--- src/rtl/button_conditioner_pkg.sv ---
`default_nettype none
// ============================================================================
//  Module      : button_conditioner_pkg
//  Description : Shared definitions for the pushbutton / setup-switch front
//                end: clock mode encodings, board-build timing defaults and
//                the lowest-index priority helper used by the output stage.
//  Revision    : 1.0 - initial release
// ============================================================================
package button_conditioner_pkg;

    // Mode encodings consumed by the mode-select logic downstream.
    typedef enum logic [1:0] {
        MODE_SETUP   = 2'b00,
        MODE_TIME24  = 2'b01,
        MODE_SECONDS = 2'b10,
        MODE_TIME12  = 2'b11
    } mode_e;

    // Board-build timing values (slow system clock, ~10 ms debounce).
    localparam int BOARD_DEBOUNCE_CYCLES = 500000;
    localparam int BOARD_REPEAT_DELAY    = 800000;
    localparam int BOARD_REPEAT_CYCLES   = 250000;

    localparam int NUM_BUTTONS = 4;

    // One-hot mask of the lowest set bit (all zeros when nothing is set).
    function automatic logic [NUM_BUTTONS-1:0] lowest_set(input logic [NUM_BUTTONS-1:0] v);
        return v & (~v + NUM_BUTTONS'(1));
    endfunction

endpackage : button_conditioner_pkg
`default_nettype wire

--- src/rtl/button_conditioner_debounce_channel.sv ---
`default_nettype none
// ============================================================================
//  Module      : debounce_channel
//  Description : One input channel: 2-flop synchronizer, debounce counter,
//                accepted level ('stable') and a one-cycle 'press' pulse that
//                fires when the accepted level moves from idle to active.
//  Ports       : clk, reset (sync, active-high), raw (async pad input),
//                stable (debounced level), press (1-cycle pulse on activation)
//  Revision    : 1.0 - initial release
// ============================================================================
module debounce_channel #(
    parameter int   DEBOUNCE_CYCLES = 16,
    parameter int   CNT_W           = 20,
    parameter logic IDLE_LEVEL      = 1'b1
) (
    input  logic clk,
    input  logic reset,
    input  logic raw,
    output logic stable,
    output logic press
);

    localparam logic [CNT_W-1:0] c_DEB_LAST = CNT_W'(DEBOUNCE_CYCLES - 1);

    logic             r_sync1;
    logic             r_sync2;
    logic [CNT_W-1:0] r_cnt;
    logic             r_stable;
    logic             r_press;

    always_ff @(posedge clk) begin
        if (reset) begin
            r_sync1  <= IDLE_LEVEL;
            r_sync2  <= IDLE_LEVEL;
            r_cnt    <= '0;
            r_stable <= IDLE_LEVEL;
            r_press  <= 1'b0;
        end else begin
            r_sync1 <= raw;
            r_sync2 <= r_sync1;
            r_press <= 1'b0;
            if (r_sync2 == r_stable) begin
                // Any sample agreeing with the accepted level restarts the count.
                r_cnt <= '0;
            end else if (r_cnt == c_DEB_LAST) begin
                // This is the DEBOUNCE_CYCLES-th consecutive differing sample.
                r_stable <= r_sync2;
                r_cnt    <= '0;
                r_press  <= (r_sync2 != IDLE_LEVEL);
            end else begin
                r_cnt <= r_cnt + CNT_W'(1);
            end
        end
    end

    assign stable = r_stable;
    assign press  = r_press;

endmodule : debounce_channel
`default_nettype wire

--- src/rtl/button_conditioner.sv ---
`default_nettype none
// ============================================================================
//  Module      : button_conditioner
//  Description : Conditions four active-low pushbuttons and the active-high
//                setup switch. Debounced presses (and optional auto-repeat
//                while held) become single-cycle active-low strobes on
//                'buttons', at most one low bit per cycle, lowest index first.
//  Ports       : clk         - system clock
//                reset       - synchronous, active-high reset
//                raw_buttons - async pad inputs, active-low
//                raw_setup   - async setup switch, active-high
//                buttons     - active-low press strobes (one-cold or all 1s)
//                setUp       - debounced setup level, active-high
//  Revision    : 1.0 - initial release
// ============================================================================
module button_conditioner
    import button_conditioner_pkg::*;
#(
    parameter int DEBOUNCE_CYCLES = 16,
    parameter int REPEAT_DELAY    = 64,
    parameter int REPEAT_CYCLES   = 32,
    parameter int CNT_W           = 20
) (
    input  logic       clk,
    input  logic       reset,
    input  logic [3:0] raw_buttons,
    input  logic       raw_setup,
    output logic [3:0] buttons,
    output logic       setUp
);

    localparam logic [CNT_W-1:0] c_REP_DELAY  = CNT_W'(REPEAT_DELAY);
    localparam logic [CNT_W-1:0] c_REP_CYCLES = CNT_W'(REPEAT_CYCLES);

    logic [NUM_BUTTONS-1:0] w_stable;   // 0 = stably pressed
    logic [NUM_BUTTONS-1:0] w_press;
    logic [NUM_BUTTONS-1:0] w_rep;
    logic [NUM_BUTTONS-1:0] w_event;
    logic [NUM_BUTTONS-1:0] w_req;
    logic [NUM_BUTTONS-1:0] w_grant;
    logic [NUM_BUTTONS-1:0] r_pending;
    logic [NUM_BUTTONS-1:0] r_buttons;
    logic                   w_setup_stable;
    logic                   w_setup_unused_press;

    // ------------------------------------------------------------------
    // Per-button debounce and auto-repeat
    // ------------------------------------------------------------------
    for (genvar i = 0; i < NUM_BUTTONS; i++) begin : g_btn
        debounce_channel #(
            .DEBOUNCE_CYCLES (DEBOUNCE_CYCLES),
            .CNT_W           (CNT_W),
            .IDLE_LEVEL      (1'b1)
        ) u_chan (
            .clk    (clk),
            .reset  (reset),
            .raw    (raw_buttons[i]),
            .stable (w_stable[i]),
            .press  (w_press[i])
        );

        if (REPEAT_DELAY > 0) begin : g_rep
            logic [CNT_W-1:0] r_rep_cnt;
            logic             r_rep_first;
            logic             w_held;

            // The counter sits at 0 in the cycle the press is accepted and
            // then counts cycles held, so it equals the limit exactly
            // REPEAT_DELAY (then REPEAT_CYCLES) cycles after the press event.
            assign w_held   = ~w_stable[i];
            assign w_rep[i] = w_held &&
                              (r_rep_cnt == (r_rep_first ? c_REP_DELAY : c_REP_CYCLES));

            always_ff @(posedge clk) begin
                if (reset || !w_held) begin
                    r_rep_cnt   <= '0;
                    r_rep_first <= 1'b1;
                end else if (w_rep[i]) begin
                    r_rep_cnt   <= CNT_W'(1);
                    r_rep_first <= 1'b0;
                end else begin
                    r_rep_cnt   <= r_rep_cnt + CNT_W'(1);
                end
            end
        end else begin : g_norep
            assign w_rep[i] = 1'b0;
        end
    end

    // ------------------------------------------------------------------
    // Setup switch channel (level only; its press pulse is not needed)
    // ------------------------------------------------------------------
    debounce_channel #(
        .DEBOUNCE_CYCLES (DEBOUNCE_CYCLES),
        .CNT_W           (CNT_W),
        .IDLE_LEVEL      (1'b0)
    ) u_setup (
        .clk    (clk),
        .reset  (reset),
        .raw    (raw_setup),
        .stable (w_setup_stable),
        .press  (w_setup_unused_press)
    );

    // ------------------------------------------------------------------
    // Pending / priority output stage
    // ------------------------------------------------------------------
    // Fresh events join the request set in the same cycle so an uncontended
    // press is strobed on the very next edge; an event on an already
    // pending bit simply merges into it.
    always_comb begin
        w_event = w_press | w_rep;
        w_req   = r_pending | w_event;
        w_grant = lowest_set(w_req);
    end

    always_ff @(posedge clk) begin
        if (reset) begin
            r_pending <= '0;
            r_buttons <= '1;
        end else begin
            r_pending <= w_req & ~w_grant;
            r_buttons <= ~w_grant;
        end
    end

    assign buttons = r_buttons;
    assign setUp   = w_setup_stable;

endmodule : button_conditioner
`default_nettype wire

--- config.mk ---
export PLATFORM = sky130hd
export DESIGN_NAME = button_conditioner
export DESIGN_NICKNAME = d
export VERILOG_FILES = /design/src/rtl/button_conditioner_pkg.sv /design/src/rtl/button_conditioner_debounce_channel.sv /design/src/rtl/button_conditioner.sv
export SDC_FILE = /design/constraint.sdc
export NUM_CORES = 1
export LEC_CHECK = 0
export ABC_AREA = 0
export ABC_CLOCK_PERIOD_IN_PS = 2600
export CORE_UTILIZATION = 60
export CTS_CLUSTER_SIZE = 8
export DETAILED_ROUTE_END_ITERATION = 10
export PLACE_DENSITY = 0.75
export SYNTH_ARGS = -nofsm -noshare
export SYNTH_HDL_FRONTEND = slang
export SYNTH_HIERARCHICAL = 1
export SYNTH_SLANG_ARGS = --single-unit
--- constraint.sdc ---
create_clock -name clk -period 2.6 [get_ports clk]
set_input_delay 0.39 -clock clk [delete_from_list [all_inputs] [get_ports clk]]
set_output_delay 0.39 -clock clk [all_outputs]
set_load 0.02 [all_outputs]
==> metrics.md <==
| Metric | Value |
|---|---|
| GR Overflow Total | 0 |
| YS warnings | 6 |
| Gates resized, CTS repair | 0 |
| Internal | 5.32 mW |
| F_max | 487 MHz |
| Net count, final | 1084 |
| Average wire per cell in the routed design | 13.4 µm |
| Cell Area, Synth | 9360 µm² |
| Number of clock sinks seen by CTS | 210 |
| Root buffer cell | sky130_fd_sc_hd__clkbuf_16 |
| Mean Syn Cell Area | 9.06 µm² |
| Setup repair after global routing missed its margin | false |
| Outcome | complete, no violations |
| Sequential share of power | 0.492 |
| Post-CTS Hold Fix Bufs | 0 |
| Area added between synthesis and finish | 10.4% |
| Worst endpoint data arrival time | 2.46 ns |
| Crit-path cells | inv_1 -> ha_1 -> nor4b_1 -> nand3_1 -> nor3_1 -> nand2b_1 -> buf_4 -> nor2_1 |
| Post-Route Setup TNS | 0 ns |
| Die ar. | 16100 µm² |
| Cell Pwr Density | 638 nW/µm² |
| Share of cells above drive strength 1 | 0.0874 |
| Area of the placeable core | 15200 µm² |
| Crit path kind | register to register |
| Top fanout value on the critical path | 12 |
| Routed wire length | 16.8 mm |
| Part of the total power dissipated in the clock network | 0.500 |
| Worst relative slew slack | 0.541 |
| Post-detailed-placement half-perimeter wirelength | 11.0 mm |
| Final cycle utilization of the critical path | 0.790 |
| Synthesized netlist net count | 1053 |
| Sort of element at the end of the critical path | register |
| Routability-driven placement congestion ratio | 0.788 |
| Worst-case vdd ir drop | 0.472 mV |
| Crit-path max cell delay | 0.36 ns |
| Via density per instance | 5.57 |
| Final count of pins violating max slew | 0 |
| Pin count of the biggest net entering global routing | 27 |
| Register clock-pin slew on the reported worst setup and hold paths | 0.05 ns |
| Final setup violation count | 0 |
| Switching share of power | 0.192 |
| Number of vias in the routed layout | 6972 |
| TritonCTS buffer count | 30 |
| Initial core utilization | 0.615 |
| Setup WS post-layout | 0.546 ns |
| DRT Pass-1 Iters | 4 |
| Height of the die | 127 µm |
| Post-CTS setup buffer count | 0 |
| Width of the die | 127 µm |
| Time the final worst path needs with I/O delays and setup | 2.05 ns |
| Count of input and output buffers | 11 |
| Leakage | 3.51 nW |
| Number of buffers on the longest clock path | 3 |
| Clock skew | 0.00993 ns |
| Net load switching power | 1.27 mW |
| Slowest cell on the critical path | sky130_fd_sc_hd__nand2b_1 |
| Mapped Cells | 1033 |
| Global-route wire length before repair | 29.8 mm |
| Total GRT Usage | 0.217 |
| Via count of the first global-routing pass | 6680 |
| Worst endpoint required time | 3.01 ns |
| Clock latency of the later-clocked register in the worst-skew pair | 0.52 ns |
| Violation count after the first detailed-route iteration | 392 |
| Kind of start point of the critical path | register |
| Fin. Hold Viols | 0 |
| Share of power burned in combinational logic | 0.008 |
| Category of cells accounting for the largest share of critical-path delay | simple AND/OR/NAND/NOR gates |
| Antenna Nets Post-Route | 0 |
| Cell row count | 45 |
| Slew @ Worst Pin | 0.688 ns |
| Worst min-delay path class | register to register |
| Number of maximum-capacitance constraint violations | 0 |
| Antenna fix cells | 0 |
| Number of remaining DRC errors | 0 |
| Num ports | 12 |
| Count of H-tree levels built during CTS | 1 |
| Clock tree from TritonCTS | built |
| Setup slack at placement | 0.566 ns |
| Initial antenna violation count | 0 |
| Buffers and inverters on the worst path | 2 |
## through the flow
step | instance area (µm²) | power, mW | util | hold WS, ns | instances
finish | 10300 | 6.58 | 0.679 | 0.401 | 1252
global route | 10300 | 6.81 | 0.679 | 0.425 | 1252
CTS | 10300 | 6.66 | 0.679 | 0.402 | 1252
detailed placement | 9540 | 3.35 | 0.628 | 0.392 | 1220
global placement | 9540 | 3.35 | 0.628 | 0.392 | 1220
floorplan | 9360 | 3.34 | - | 0.389 | 1033
## flip-flops by register name, summed over array words and instances (netlist names)
name and cells:
g_btn.g_rep.r_rep_first 4, g_btn.u_chan/stable 4, g_btn.u_chan/r_sync1 4, g_btn.u_chan/r_sync2 4, r_pending 3, u_setup/r_sync1 1
u_setup/r_cnt 20, g_btn.u_chan/press 4, g_btn.g_rep.r_rep_cnt 80, u_setup/stable 1, u_setup/r_sync2 1, g_btn.u_chan/r_cnt 80
buttons 4
## power groups by stage
stage	Combinational [mW]	Clock, mW	Sequential (mW)
floorplan	0.0339	0	3.30
global placement	0.0504	0	3.30
detailed placement	0.0505	0	3.30
CTS	0.0508	3.37	3.24
global route	0.0563	3.51	3.24
finish	0.0504	3.29	3.24
## final timing paths
check | start | to | slack, ns | cells after the start
max | g_btn[3].g_rep.r_rep_cnt[0] | g_btn[3].g_rep.r_rep_cnt[18] | 0.55 | 8
min | g_btn[2].u_chan/r_sync1 | g_btn[2].u_chan/r_sync2 | 0.40 | 1
max reg2reg | g_btn[3].g_rep.r_rep_cnt[0] | g_btn[3].g_rep.r_rep_cnt[18] | 0.55 | 8
min reg2reg | g_btn[2].u_chan/r_sync1 | g_btn[2].u_chan/r_sync2 | 0.40 | 1
## cell type report
type / count / area, µm²
tap: 188 / 235
multi-input combinational: 765 / 4790
clock inverter: 1 / 8.76
fill: 1209 / 4870
timing repair buffer: 19 / 170
clock buffer: 31 / 776
sequential: 210 / 4200
inverter: 38 / 143
## placed cells by master, fill, tap and decap left out, types with 5 or more instances in the layout
| cell type | instances |
|---|---|
| sky130_fd_sc_hd__or3_1 | 13 |
| sky130_fd_sc_hd__nand3_1 | 65 |
| sky130_fd_sc_hd__xnor2_1 | 69 |
| sky130_fd_sc_hd__a21oi_1 | 18 |
| sky130_fd_sc_hd__clkbuf_16 | 31 |
| sky130_fd_sc_hd__and4_1 | 14 |
| sky130_fd_sc_hd__nor3_1 | 27 |
| sky130_fd_sc_hd__clkdlybuf4s50_1 | 11 |
| sky130_fd_sc_hd__nand2_1 | 66 |
| sky130_fd_sc_hd__nor2_1 | 192 |
| sky130_fd_sc_hd__and3_1 | 20 |
| sky130_fd_sc_hd__xor2_1 | 83 |
| sky130_fd_sc_hd__nor4_1 | 37 |
| sky130_fd_sc_hd__nor2b_1 | 6 |
| sky130_fd_sc_hd__dfxtp_1 | 210 |
| sky130_fd_sc_hd__nand4_1 | 40 |
| sky130_fd_sc_hd__or2_2 | 10 |
| sky130_fd_sc_hd__inv_1 | 38 |
| sky130_fd_sc_hd__nand4_4 | 5 |
| sky130_fd_sc_hd__or4_1 | 10 |
| sky130_fd_sc_hd__o21ai_0 | 15 |
| sky130_fd_sc_hd__ha_1 | 13 |
| sky130_fd_sc_hd__buf_4 | 8 |
## metal layers
metal | GRT usage | vias up | part of all wire | routed length (µm)
met5 | 0 | - | 0 | 0
met4 | 0.0588 | 0 | 0.016 | 264
met2 | 0.364 | 68 | 0.47 | 7870
met3 | 0.0350 | 20 | 0.029 | 493
li1 | - | 3620 | - | -
met1 | 0.288 | 3264 | 0.49 | 8150
Note: power is estimated with default switching activity, not from simulation.
